<file path="src/rtl/exc_if.sv">
// Bundles the exception controller's core-side request inputs and its status outputs.
// The controller takes the slave modport; the core/testbench drives through master.
interface exc_if #(
  parameter int N_IRQ = 4,
  parameter int PC_W  = 64
);
  localparam int ID_W = (N_IRQ > 1) ? $clog2(N_IRQ) : 1;

  logic [N_IRQ-1:0] Irq;
  logic [N_IRQ-1:0] IrqMask;
  logic             NotAnInstr;
  logic             ERet;
  logic [PC_W-1:0]  PcIn;
  logic             ExcTaken;
  logic             InExc;
  logic [3:0]       EStatus;
  logic [ID_W-1:0]  IrqId;
  logic [PC_W-1:0]  ELR;
  logic [N_IRQ-1:0] IrqAck;

  modport master (
    output Irq, IrqMask, NotAnInstr, ERet, PcIn,
    input  ExcTaken, InExc, EStatus, IrqId, ELR, IrqAck
  );

  modport slave (
    input  Irq, IrqMask, NotAnInstr, ERet, PcIn,
    output ExcTaken, InExc, EStatus, IrqId, ELR, IrqAck
  );
endinterface

</file>
<file path="src/rtl/exception_ctrl.sv">
// LEGv8 exception/interrupt controller: RUN -> TAKE -> HANDLER -> RUN, all outputs registered.
// Optional macro EXC_CTRL_IRQ_EDGE_EN switches IRQ requests from level to latched rising edges.
module exception_ctrl #(
  parameter int N_IRQ = 4,
  parameter int PC_W  = 64
) (
  input logic  clk,
  input logic  reset,
  exc_if.slave bus
);
  localparam int ID_W = (N_IRQ > 1) ? $clog2(N_IRQ) : 1;

  typedef enum logic [1:0] {
    ST_RUN     = 2'd0,
    ST_TAKE    = 2'd1,
    ST_HANDLER = 2'd2
  } state_e;

  state_e           state_q, state_d;
  logic             exc_taken_q, exc_taken_d;
  logic             in_exc_q, in_exc_d;
  logic [3:0]       estatus_q, estatus_d;
  logic [ID_W-1:0]  irq_id_q, irq_id_d;
  logic [PC_W-1:0]  elr_q, elr_d;
  logic [N_IRQ-1:0] irq_ack_q, irq_ack_d;

  logic [N_IRQ-1:0] req_s;
  logic [N_IRQ-1:0] cand_s;
  logic [N_IRQ-1:0] grant_s;
  logic [ID_W-1:0]  grant_id_s;
  logic             grant_vld_s;

`ifdef EXC_CTRL_IRQ_EDGE_EN
  logic [N_IRQ-1:0] irq_q;
  logic [N_IRQ-1:0] pending_q, pending_d;

  // Edges latch into pending; an ack clears its bit unless a new edge arrives the same cycle
  assign pending_d = (pending_q & ~irq_ack_d) | (bus.Irq & ~irq_q);
  assign req_s     = pending_q;

  always_ff @(posedge clk) begin
    if (reset) begin
      irq_q     <= '0;
      pending_q <= '0;
    end else begin
      irq_q     <= bus.Irq;
      pending_q <= pending_d;
    end
  end
`else
  assign req_s = bus.Irq;
`endif

  // Lowest-index unmasked request wins; the mask acts combinationally
  assign cand_s  = req_s & ~bus.IrqMask;
  assign grant_s = cand_s & (~cand_s + {{(N_IRQ-1){1'b0}}, 1'b1});

  always_comb begin
    grant_id_s  = '0;
    grant_vld_s = |cand_s;
    for (int k = N_IRQ - 1; k >= 0; k--) begin
      grant_id_s = cand_s[k] ? ID_W'(k) : grant_id_s;
    end
  end

  always_comb begin
    state_d     = state_q;
    exc_taken_d = 1'b0;
    irq_ack_d   = '0;
    in_exc_d    = in_exc_q;
    estatus_d   = estatus_q;
    irq_id_d    = irq_id_q;
    elr_d       = elr_q;
    case (state_q)
      ST_RUN: begin
        if (bus.NotAnInstr) begin
          state_d     = ST_TAKE;
          exc_taken_d = 1'b1;
          in_exc_d    = 1'b1;
          estatus_d   = 4'b0010;
          irq_id_d    = '0;
          elr_d       = bus.PcIn;
        end else if (grant_vld_s) begin
          state_d     = ST_TAKE;
          exc_taken_d = 1'b1;
          in_exc_d    = 1'b1;
          estatus_d   = 4'b0001;
          irq_id_d    = grant_id_s;
          irq_ack_d   = grant_s;
          elr_d       = bus.PcIn;
        end else begin
          state_d = ST_RUN;
        end
      end
      ST_TAKE: begin
        state_d  = ST_HANDLER;
        in_exc_d = 1'b1;
      end
      ST_HANDLER: begin
        // No nesting: only ERET leaves; faults and IRQs wait until back in RUN
        if (bus.ERet) begin
          state_d   = ST_RUN;
          in_exc_d  = 1'b0;
          estatus_d = 4'b0000;
          irq_id_d  = '0;
        end else begin
          state_d = ST_HANDLER;
        end
      end
      default: begin
        state_d   = ST_RUN;
        in_exc_d  = 1'b0;
        estatus_d = 4'b0000;
        irq_id_d  = '0;
      end
    endcase
  end

  // State and registered outputs
  always_ff @(posedge clk) begin
    if (reset) begin
      state_q     <= ST_RUN;
      exc_taken_q <= 1'b0;
      in_exc_q    <= 1'b0;
      estatus_q   <= 4'b0000;
      irq_id_q    <= '0;
      elr_q       <= '0;
      irq_ack_q   <= '0;
    end else begin
      state_q     <= state_d;
      exc_taken_q <= exc_taken_d;
      in_exc_q    <= in_exc_d;
      estatus_q   <= estatus_d;
      irq_id_q    <= irq_id_d;
      elr_q       <= elr_d;
      irq_ack_q   <= irq_ack_d;
    end
  end

  assign bus.ExcTaken = exc_taken_q;
  assign bus.InExc    = in_exc_q;
  assign bus.EStatus  = estatus_q;
  assign bus.IrqId    = irq_id_q;
  assign bus.ELR      = elr_q;
  assign bus.IrqAck   = irq_ack_q;
endmodule
</file>
<file path="src/flat_wrapper.sv">
// flat-port wrapper written by rule: the top's interface ports become plain ports
module exception_ctrl_flat 
#(
  parameter int N_IRQ = 4,
  parameter int PC_W  = 64
)
  (clk, reset, bus_Irq, bus_IrqMask, bus_NotAnInstr, bus_ERet, bus_PcIn, bus_ExcTaken, bus_InExc, bus_EStatus, bus_IrqId, bus_ELR, bus_IrqAck);
  exc_if #(.N_IRQ(N_IRQ), .PC_W(PC_W)) bus_i ();
  input logic clk;
  input logic reset;
  input wire logic [$bits(bus_i.Irq)-1:0] bus_Irq;
  input wire logic [$bits(bus_i.IrqMask)-1:0] bus_IrqMask;
  input wire logic [$bits(bus_i.NotAnInstr)-1:0] bus_NotAnInstr;
  input wire logic [$bits(bus_i.ERet)-1:0] bus_ERet;
  input wire logic [$bits(bus_i.PcIn)-1:0] bus_PcIn;
  output wire logic [$bits(bus_i.ExcTaken)-1:0] bus_ExcTaken;
  output wire logic [$bits(bus_i.InExc)-1:0] bus_InExc;
  output wire logic [$bits(bus_i.EStatus)-1:0] bus_EStatus;
  output wire logic [$bits(bus_i.IrqId)-1:0] bus_IrqId;
  output wire logic [$bits(bus_i.ELR)-1:0] bus_ELR;
  output wire logic [$bits(bus_i.IrqAck)-1:0] bus_IrqAck;
  assign bus_i.Irq = bus_Irq;
  assign bus_i.IrqMask = bus_IrqMask;
  assign bus_i.NotAnInstr = bus_NotAnInstr;
  assign bus_i.ERet = bus_ERet;
  assign bus_i.PcIn = bus_PcIn;
  assign bus_ExcTaken = bus_i.ExcTaken;
  assign bus_InExc = bus_i.InExc;
  assign bus_EStatus = bus_i.EStatus;
  assign bus_IrqId = bus_i.IrqId;
  assign bus_ELR = bus_i.ELR;
  assign bus_IrqAck = bus_i.IrqAck;
  exception_ctrl #(.N_IRQ(N_IRQ), .PC_W(PC_W)) u_core (.clk(clk), .reset(reset), .bus(bus_i));
endmodule
</file>
<file path="config.mk">
export PLATFORM = sky130hd
export DESIGN_NAME = exception_ctrl_flat
export DESIGN_NICKNAME = d
export VERILOG_FILES = /design/src/rtl/exc_if.sv /design/src/rtl/exception_ctrl.sv /design/src/flat_wrapper.sv
export SDC_FILE = /design/constraint.sdc
export NUM_CORES = 1
export LEC_CHECK = 0
export BUFFER_PORTS_ARGS = -buffer_cell sky130_fd_sc_hd__buf_2
export CORE_MARGIN = 5
export CORE_UTILIZATION = 45
export CTS_CLUSTER_DIAMETER = 120
export DETAILED_ROUTE_END_ITERATION = 10
export PLACE_DENSITY = 0.76
export SKIP_LAST_GASP = 1
export SLEW_MARGIN = 40
export SYNTH_ARGS = -nofsm -noshare
export SYNTH_HDL_FRONTEND = slang
export SYNTH_SLANG_ARGS = --single-unit
</file>
<file path="constraint.sdc">
create_clock -name clk -period 1.22 [get_ports clk]
set_input_delay 0.061 -clock clk [delete_from_list [all_inputs] [get_ports clk]]
set_output_delay 0.061 -clock clk [all_outputs]
set_load 0.01 [all_outputs]
</file>
==> results of run 1 <==
metal layers:
metal / track usage / wire length, µm
met1: 0.2962 / 6163
met2: 0.3993 / 7827
met3: 0.05479 / 1146
met4: 0.1087 / 596
met5: 0 / 0
how the worst min path moves through the flow:
stage	start	end	slack, ns
final	bus_ERet	u_core.bus.InExc	0.02
after CTS	bus_ERet	u_core.bus.InExc	0.009
after detailed placement	bus_PcIn[4]	u_core.bus.ELR[4]	0.31
after global routing	bus_ERet	u_core.bus.InExc	0.04
after global placement	bus_PcIn[44]	u_core.bus.ELR[44]	0.29
after floorplan	bus_PcIn[0]	u_core.bus.ELR[0]	0.20
synthesized netlist by cell type:
cell type   n
dfxtp_1    76
nand2_1    68
nand3_1    66
and3_1     64
o221ai_1   54
a21oi_2    50
buf_2      31
a21oi_1    17
clkbuf_1   17
o221ai_2   10
nor2_1      7
nand2b_1    6
buf_8       5
buf_4       4
nor3_1      3
a31oi_1     2
buf_6       2
nor2_4      2
nor4_1      2
a21o_1      1
a221oi_1    1
a22oi_1     1
buf_1       1
conb_1      1
mux2_2      1
mux2i_1     1
nand4_1     1
nor2_2      1
o21ai_0     1
or2_4       1
or3_1       1
or3b_2      1
cell type report:
type,instances,area share
multi-input combinational,364,0.4055
timing repair buffer,267,0.3197
sequential,76,0.2238
tap,111,0.02039
clock buffer,12,0.01984
clock inverter,4,0.01084
cells by family (layout without fill, tap and decap cells):
family / count (synthesis) / after routing / synth area share
multiplexers: 2 / 2 / 0.005040
other: 1 / 2 / 0.0008886
flip-flops: 76 / 76 / 0.3605
AO/OA/AOI/OAI: 137 / 137 / 0.2813
buffers and inverters: 60 / 283 / 0.08301
AND/OR/NAND/NOR: 223 / 223 / 0.2692
cells in the final DEF, fill, tap and decap left out, drive strengths merged:
cell type	synthesis	final
clkinv	0	2
a21o	1	1
a31oi	2	2
dlygate4sd3	0	64
nor2	10	10
bufinv	0	2
mux2	1	1
o21ai	1	1
nand2b	6	6
nand3	66	66
or3	1	1
a221oi	1	1
mux2i	1	1
a22oi	1	1
conb	1	2
buf	43	195
dfxtp	76	76
o221ai	64	64
and3	64	64
nand4	1	1
nor4	2	2
a21oi	67	67
nand2	68	68
or2	1	1
bufbuf	0	2
nor3	3	3
clkbuf	17	18
or3b	1	1
sequential cells by signal, summed over array words and instances, names as in the netlist:
register / flops
u_core.bus.ELR: 64
u_core.bus.IrqId: 2
u_core.state_q: 2
u_core.bus.InExc: 1
u_core.bus.ExcTaken: 1
u_core.bus.IrqAck: 4
u_core.bus.EStatus: 2
power by group:
group          internal, mW  switching (mW)  leakage (nW)
clock                  1.16           0.968         0.105
sequential             2.83           0.320         0.631
combinational          1.58            1.61          2.16
critical path: stages, from the launching register on:
cell	delay, ns
dfxtp_2	0.33
buf_6	0.12
nor2_4	0.17
buf_12	0.14
clkbuf_16	0.15
and3_1	0.17
a21oi_2	0.04
o221ai_1	0.18
metrics by stage:
stage,setup TNS (ns),cells
after floorplan,-3.762,500
after global placement,-0.03428,739
after detailed placement,-1.982,739
after CTS,-4.035,821
after global routing,-10.22,834
final,-6.522,834
what timing repair did:
| item | CTS | global route |
|---|---|---|
| endpoints found under the hold margin | 64 | 0 |
| buffers inserted | 0 | 3 |
| hold buffers | 64 | 0 |
| setup endpoints to repair | 67 | 73 |
| cloned | 2 | 10 |
| pin swaps | 0 | 29 |
| resized for setup | 1 | 81 |
==> reports/summary.txt, run 1 <==
post-synth top area share: 0.3605
H-tree depth: 3
Final #Nets: 794
pins over their slew limit: 0
violated checks: negative setup slack
clock root buffer: clkbuf_8
Routed WL: 15.73 mm
critical path type: register to register
Highest Clock Rate: 0.7198 GHz
RSZ-0062 raised after global routing: yes
final instance area: 6810 µm²
status: complete, but fails checks
die area: 11,410 µm²
Arrival @ worst endpoint: 1.65 ns
pin count of the biggest net entering global routing: 36
die extent in y: 106.8 µm
Layout Utilization: 0.7405
total global-route track usage: 0.2403
Max Cap Viol: 0
first-pass GRT wire length: 22.56 mm
fin crit share: 1.139
fraction of layout cells with a size suffix above 1: 0.4896
peak fanout along the critical path: 8
via count: 5,051
peak supply drop: 606.8 µV
DRT Pass-1 Iters: 6
Iteration-0 DRC Markers: 401
CP Launch Point: u_core.state_q[0]
synth top area cells: dfxtp_1 (36%), o221ai_1 (11%), a21oi_2 (10%), and3_1 (9.5%), nand3_1 (7.8%)
DRC violations left: 0
Clock Sinks: 76
Total Power: 8.461 mW
filler cell count: 624
synth unique cells: 32
Cell Area, Placed: 5226 µm²
P_leak: 2.897 nW
clk_lat worst skew: 0.35 ns
CTS Buffer Depth: 2
PwrDens: 1242 nW/µm²
CTS buffer count: 9
Register Area: 1524 µm²
Die W: 106.8 µm
yosys warns: 0
Antenna diodes: 0
Req. time, crit path: 1.48 ns
fin crit period: 1.389 ns
largest area contributor in the netlist: dfxtp_1
Setup crit start kind: register
Routability Congestion: 0.7750
final setup vio count: 65
area occupied by multi-input gates: 2761 µm²
# port buffers: 149
worst slack, placed: -0.06245 ns
Initial Utilization: 0.4589
Syn Area/Cell: 8.458 µm²
Netlist Area Pre-Place: 4220 µm²
crit end category: register
skew final: 0.01019 ns
CTS tree: built
vias in the first global route: 4,753
worst r2r src: u_core.state_q[0]
Cells on Worst Hold Path: 4
internal reg-to-reg setup slack: -0.17 ns
routed vias/inst: 6.056
hpwl dp: 8.606 mm
crit path to: u_core.bus.ELR[24]
total gr overflow: 0
drt wl/cell: 18.86 µm
R2R depth: 7
Boundary Pins: 152
core region area: 9196 µm²
minimum hold slack: 0.01838 ns
Reg clk slew, reported paths: 0.08 ns
initial antenna violation count: 0
Seq cells post-synth: 76
Area Overhead vs Synth: 61.37%
post-synthesis sequential area ratio: 0.3605
Row Count: 35
Final Hold Violating Endpoints: 0
RR Endpoint: u_core.bus.ELR[24]
Post-Syn Instances: 499
worst setup margin: -0.1693 ns
Hold Path Class: input port to register
Routed Antenna Nets: 0
Power figures use the tool's default switching activity.
==> run 2, diff against run 1 <==
--- a/config.mk
+++ b/config.mk
@@ -7,10 +7,11 @@
 export LEC_CHECK = 0
 export BUFFER_PORTS_ARGS = -buffer_cell sky130_fd_sc_hd__buf_2
 export CORE_MARGIN = 5
-export CORE_UTILIZATION = 45
+export CORE_UTILIZATION = 54
+export CTS_BUF_LIST = sky130_fd_sc_hd__clkbuf_16
 export CTS_CLUSTER_DIAMETER = 120
 export DETAILED_ROUTE_END_ITERATION = 10
-export PLACE_DENSITY = 0.76
+export PLACE_DENSITY = 0.86
 export SKIP_LAST_GASP = 1
 export SLEW_MARGIN = 40
 export SYNTH_ARGS = -nofsm -noshare
==> constraint.sdc (replaced) <==
create_clock -name clk -period 1.78 [get_ports clk]
set_input_delay 0.089 -clock clk [delete_from_list [all_inputs] [get_ports clk]]
set_output_delay 0.089 -clock clk [all_outputs]
set_load 0.01 [all_outputs]
==> run 2 against run 1 <==
Compared with the run above:
- the run ends with negative hold slack left
- critical path type unchanged
- highest routed layer unchanged
- clock-buffer cell count down 3
- die area down 15%
- setup slack better by 0.42 ns
- clock skew down 0.0041 ns
- via count down 9.1%
- non-clock buffer count down 82
- combinational power down 52%
- final area down 21%
- maximum frequency down 9.2%
- critical path depth down 2
- sequential share of layout area up 5.8 points
- clock power down 16%
==> reports/summary.txt, run 2 (synthesized netlist as in run 1, its figures left out) <==
pins over their slew limit: 0
Boundary Pins: 152
Sum Neg Setup Slack: 0 ns
Routed WL: 12.55 mm
total gr overflow: 0
delay-heaviest family, CP: flip-flops
Routability Congestion: 0.7899
Critical path buffers and inverters: 1
Setup crit start kind: register
post-CTS setup buffers: 0
initial antenna violation count: 0
Row Count: 32
pin count of the biggest net entering global routing: 71
clk_lat worst skew: 0.33 ns
total global-route track usage: 0.2511
Slowest cell on crit path: dfxtp_1
die extent in y: 98.41 µm
critical path type: register to register
die area: 9684 µm²
Worst Tran Pin Value: 0.5660 ns
Die W: 98.41 µm
Hold Path Class: input port to register
Clock Sinks: 76
# port buffers: 149
clock root buffer: clkbuf_16
CTS Buffer Depth: 2
Reg clk slew, reported paths: 0.06 ns
violated checks: negative hold slack
most frequent cells in the layout: buf_2 (149), dfxtp_1 (76), nand2_1 (68)
Slew headroom: 0.6227
core region area: 7687 µm²
Final #Nets: 712
cells along the critical path: or2_4, buf_4, nor2_4, o21ai_0, a21oi_1
vias in the first global route: 4,330
CTS tree: built
minimum hold slack: -0.001045 ns
peak fanout along the critical path: 24
Initial Utilization: 0.5490
Highest Clock Rate: 0.6537 GHz
CTS buffer count: 9
Req. time, crit path: 2.00 ns
fraction of layout cells with a size suffix above 1: 0.3900
H-tree depth: 3
PwrDens: 1012 nW/µm²
CP peak stage delay: 0.49 ns
routed vias/inst: 6.168
Iteration-0 DRC Markers: 339
DRT Pass-1 Iters: 5
final setup vio count: 0
Area Overhead vs Synth: 28.11%
Arrival @ worst endpoint: 1.75 ns
DRC violations left: 0
fin crit period: 1.530 ns
hpwl dp: 8.352 mm
Max Cap Viol: 0
Layout Utilization: 0.7033
# resized after CTS: 0
crit end category: register
first-pass GRT wire length: 20.49 mm
skew final: 0.006102 ns
number of flip-flops under the largest register name: 64
peak supply drop: 569.0 µV
leading cell type in the layout, fill and taps excluded: buf_2
status: complete, but fails checks
drt wl/cell: 16.87 µm
P_leak: 2.388 nW
Routed Antenna Nets: 0
RSZ-0062 raised after global routing: no
Final Hold Violating Endpoints: 2
fin crit share: 0.8594
via count: 4,589
[run 2: cell types whose count changed in the layout (fill, tap and decap cells not counted), moves of 6 or more]
cell | before | now
dlygate4sd3_1 | 64 | 17
o221ai_1 | 31 | 54
o221ai_2 | 33 | 10
nand3_1 | 44 | 66
nand3_2 | 20 | 0
and3_1 | 51 | 64
and3_4 | 13 | 0
buf_12 | 15 | 3
clkbuf_8 | 9 | 0
buf_4 | 24 | 16
buf_6 | 6 | 0
[run 2: metal layers]
| metal | global-route usage | vias up | part of all wire | wire (µm) |
|---|---|---|---|---|
| met4 | 0.09559 | 0 | 0.023 | 294 |
| met1 | 0.3160 | 2207 | 0.39 | 4954 |
| met3 | 0.05714 | 27 | 0.088 | 1110 |
| met2 | 0.4181 | 210 | 0.49 | 6193 |
| li1 | - | 2145 | - | - |
| met5 | 0 | - | 0 | 0 |
[run 2: worst reg2reg max path, delay by kind of cell (launching register included)]
| family | cells | cell delay (ns) |
|---|---|---|
| buf+inv | 1 | 0.38 |
| flops | 1 | 0.49 |
| compound gates | 2 | 0.26 |
| simple gates | 2 | 0.29 |
[run 2: path summary, 6_finish.rpt]
path                            depth (start not counted)                  start                    end  slack (ns)
worst min-delay path                                    3           bus_PcIn[13]     u_core.bus.ELR[13]      -0.001
worst max-delay path                                    5      u_core.state_q[1]  u_core.bus.EStatus[0]        0.25
worst max register to register                          5      u_core.state_q[1]  u_core.bus.EStatus[0]        0.25
worst min register to register                          2  u_core.bus.EStatus[0]  u_core.bus.EStatus[0]        0.52
[run 2: layout make-up]
class	count	area, µm²
Sequential cell	76	1521
Fill cell	625	2281
Multi-Input combinational cell	364	2365
Timing Repair Buffer	185	1096
Clock buffer	9	225.2
Tap cell	102	127.6
Antenna cell	1	2.502
Clock inverter	7	68.82
[run 2: repair_timing]
| item | in CTS | in global routing |
|---|---|---|
| setup endpoints to repair | 0 | 0 |
| hold endpoints to repair | 17 | 0 |
| hold buffers | 17 | 0 |
[run 2: metrics by stage]
step | setup WS [ns] | cell area, µm² | hold slack, ns | instances | total power [mW]
floorplan | 0.4286 | 4224 | 0.2288 | 500 | 3.189
global placement | 0.3235 | 4940 | 0.3201 | 710 | 3.613
detailed placement | 0.2850 | 4940 | 0.3320 | 710 | 3.680
CTS | 0.2695 | 5404 | 0.00008893 | 743 | 5.485
global route | 0.1911 | 5404 | 0.007022 | 743 | 5.738
finish | 0.2503 | 5406 | -0.001045 | 744 | 5.472
[run 2: where the power goes]
| group | leakage (nW) | total (mW) | internal, mW | switching (mW) |
|---|---|---|---|---|
| sequential | 0.631 | 2.15 | 1.94 | 0.207 |
| combinational | 1.62 | 1.53 | 0.648 | 0.884 |
| clock | 0.135 | 1.79 | 1.08 | 0.715 |
| total | 2.39 | 5.47 | 3.67 | 1.81 |
==> run 3, diff against run 2 <==
--- a/config.mk
+++ b/config.mk
@@ -8,7 +8,6 @@
 export BUFFER_PORTS_ARGS = -buffer_cell sky130_fd_sc_hd__buf_2
 export CORE_MARGIN = 5
 export CORE_UTILIZATION = 54
-export CTS_BUF_LIST = sky130_fd_sc_hd__clkbuf_16
 export CTS_CLUSTER_DIAMETER = 120
 export DETAILED_ROUTE_END_ITERATION = 10
 export PLACE_DENSITY = 0.86
==> run 3 against run 2 <==
Compared with the run above:
- the run now ends clean
- clock power down 27%
- final area up 5.7%
- hold slack better by 0.011 ns
- flip-flop and latch count unchanged
- power down 7.2%
- utilization up 4.0 points
- setup slack better by 0.0055 ns
- final cell count up 5.4%
- sequential power about the same
- non-clock buffer count up 41
==> reports/summary.txt, run 3 (synthesized netlist as in run 1, its figures left out) <==
peak supply drop: 551.9 µV
Iteration-0 DRC Markers: 401
fraction of layout cells with a size suffix above 1: 0.3666
Area Overhead vs Synth: 35.37%
status: completed
routed vias/inst: 6.101
CTS buffer count: 9
Routability Congestion: 0.7899
pins over their slew limit: 0
Final #Nets: 753
die extent in y: 98.41 µm
Max Cap Viol: 0
number of flip-flops under the largest register name: 64
wire length on met1: 5.320 mm
die area: 9684 µm²
critical path type: register to register
core region area: 7687 µm²
hpwl dp: 8.352 mm
PwrDens: 888.7 nW/µm²
vias in the first global route: 4,488
fin crit share: 0.8563
Total Power: 5.077 mW
final setup vio count: 0
P_leak: 2.509 nW
leading cell type in the layout, fill and taps excluded: buf_2
minimum hold slack: 0.01044 ns
total gr overflow: 0
skew final: 0.006644 ns
DRC violations left: 0
clk_lat worst skew: 0.35 ns
Initial Utilization: 0.5490
first-pass GRT wire length: 22.09 mm
DRT Pass-1 Iters: 5
Routed WL: 13.58 mm
Clock Sinks: 76
Antenna diodes: 0
H-tree depth: 3
crit end category: register
fin crit period: 1.524 ns
metal2 WL: 6.761 mm
peak fanout along the critical path: 24
Reg clk slew, reported paths: 0.08 ns
post-CTS setup buffers: 0
pin count of the biggest net entering global routing: 71
Setup crit start kind: register
Die W: 98.41 µm
total global-route track usage: 0.2717
CTS tree: built
initial antenna violation count: 0
via count: 4,783
drt wl/cell: 17.32 µm
Boundary Pins: 152
Worst Tran Pin Value: 0.5725 ns
Req. time, crit path: 2.02 ns
clock root buffer: clkbuf_8
RSZ-0062 raised after global routing: no
# port buffers: 149
Sum Neg Setup Slack: 0 ns
Highest Clock Rate: 0.6561 GHz
# resized after CTS: 0
Row Count: 32
Final Hold Violating Endpoints: 0
most frequent cells in the layout: buf_2 (149), dfxtp_1 (76), nand2_1 (68)
Max Used Layer: met4
Arrival @ worst endpoint: 1.76 ns
CTS Buffer Depth: 2
Slew headroom: 0.6184
Routed Antenna Nets: 0
routed wl met3: 1.127 mm
Hold Path Class: input port to register
-- run 3: cell count changes in the layout (fill, tap and decap cells not counted) --
| cell | delta |
|---|---|
| inv_1 | -1 |
| dlygate4sd3_1 | +41 |
| clkbuf_16 | -9 |
| clkbuf_8 | +9 |
| clkbuf_1 | +1 |
| diode_2 | -1 |
-- run 3: final timing paths --
check                           slack, ns                  start  depth (start not counted)               endpoint
worst min-delay path                 0.01           bus_PcIn[30]                          3     u_core.bus.ELR[30]
worst max-delay path                 0.26      u_core.state_q[1]                          5  u_core.bus.EStatus[0]
worst max register to register       0.26      u_core.state_q[1]                          5  u_core.bus.EStatus[0]
worst min register to register       0.51  u_core.bus.EStatus[0]                          2  u_core.bus.EStatus[0]
-- run 3: area by class of cell --
type / count / area, µm²
Tap cell: 102 / 127.6
Sequential cell: 76 / 1521
Clock buffer: 10 / 127.6
Fill cell: 569 / 1974
Clock inverter: 6 / 65.06
Timing Repair Buffer: 226 / 1506
Multi-Input combinational cell: 364 / 2365
-- run 3: worst max-delay path: stages, from the launching register on --
cell	delay, ns
dfxtp_1	0.49
or2_4	0.21
buf_4	0.38
nor2_4	0.06
o21ai_0	0.18
a21oi_1	0.08
-- run 3: power by group --
group / total, mW / switching (mW) / internal (mW)
Clock: 1.31 / 0.662 / 0.645
Sequential: 2.15 / 0.210 / 1.94
Combinational: 1.62 / 0.915 / 0.707
-- run 3: through the flow --
| stage | util | cell area, µm² | worst slack, ns | cells |
|---|---|---|---|---|
| 3_5_place_dp | 0.6426 | 4940 | 0.2850 | 710 |
| 2_1_floorplan | - | 4224 | 0.4286 | 500 |
| 6_report | 0.7432 | 5713 | 0.2558 | 784 |
| 4_1_cts | 0.7419 | 5703 | 0.2686 | 783 |
| 5_1_grt | 0.7432 | 5713 | 0.1847 | 784 |
| 3_3_place_gp | 0.6426 | 4940 | 0.3235 | 710 |
-- run 3: per-layer routing --
metal  track usage  vias up
li1              -     2219
met1        0.3429     2269
met2        0.4587      255
met3       0.05286       40
met4        0.1019        0
met5             0        -
-- run 3: what timing repair did --
| item | in CTS | in global routing |
|---|---|---|
| endpoints found under the hold margin | 57 | 1 |
| hold buffers | 57 | 1 |
| setup endpoints to repair | 0 | 0 |
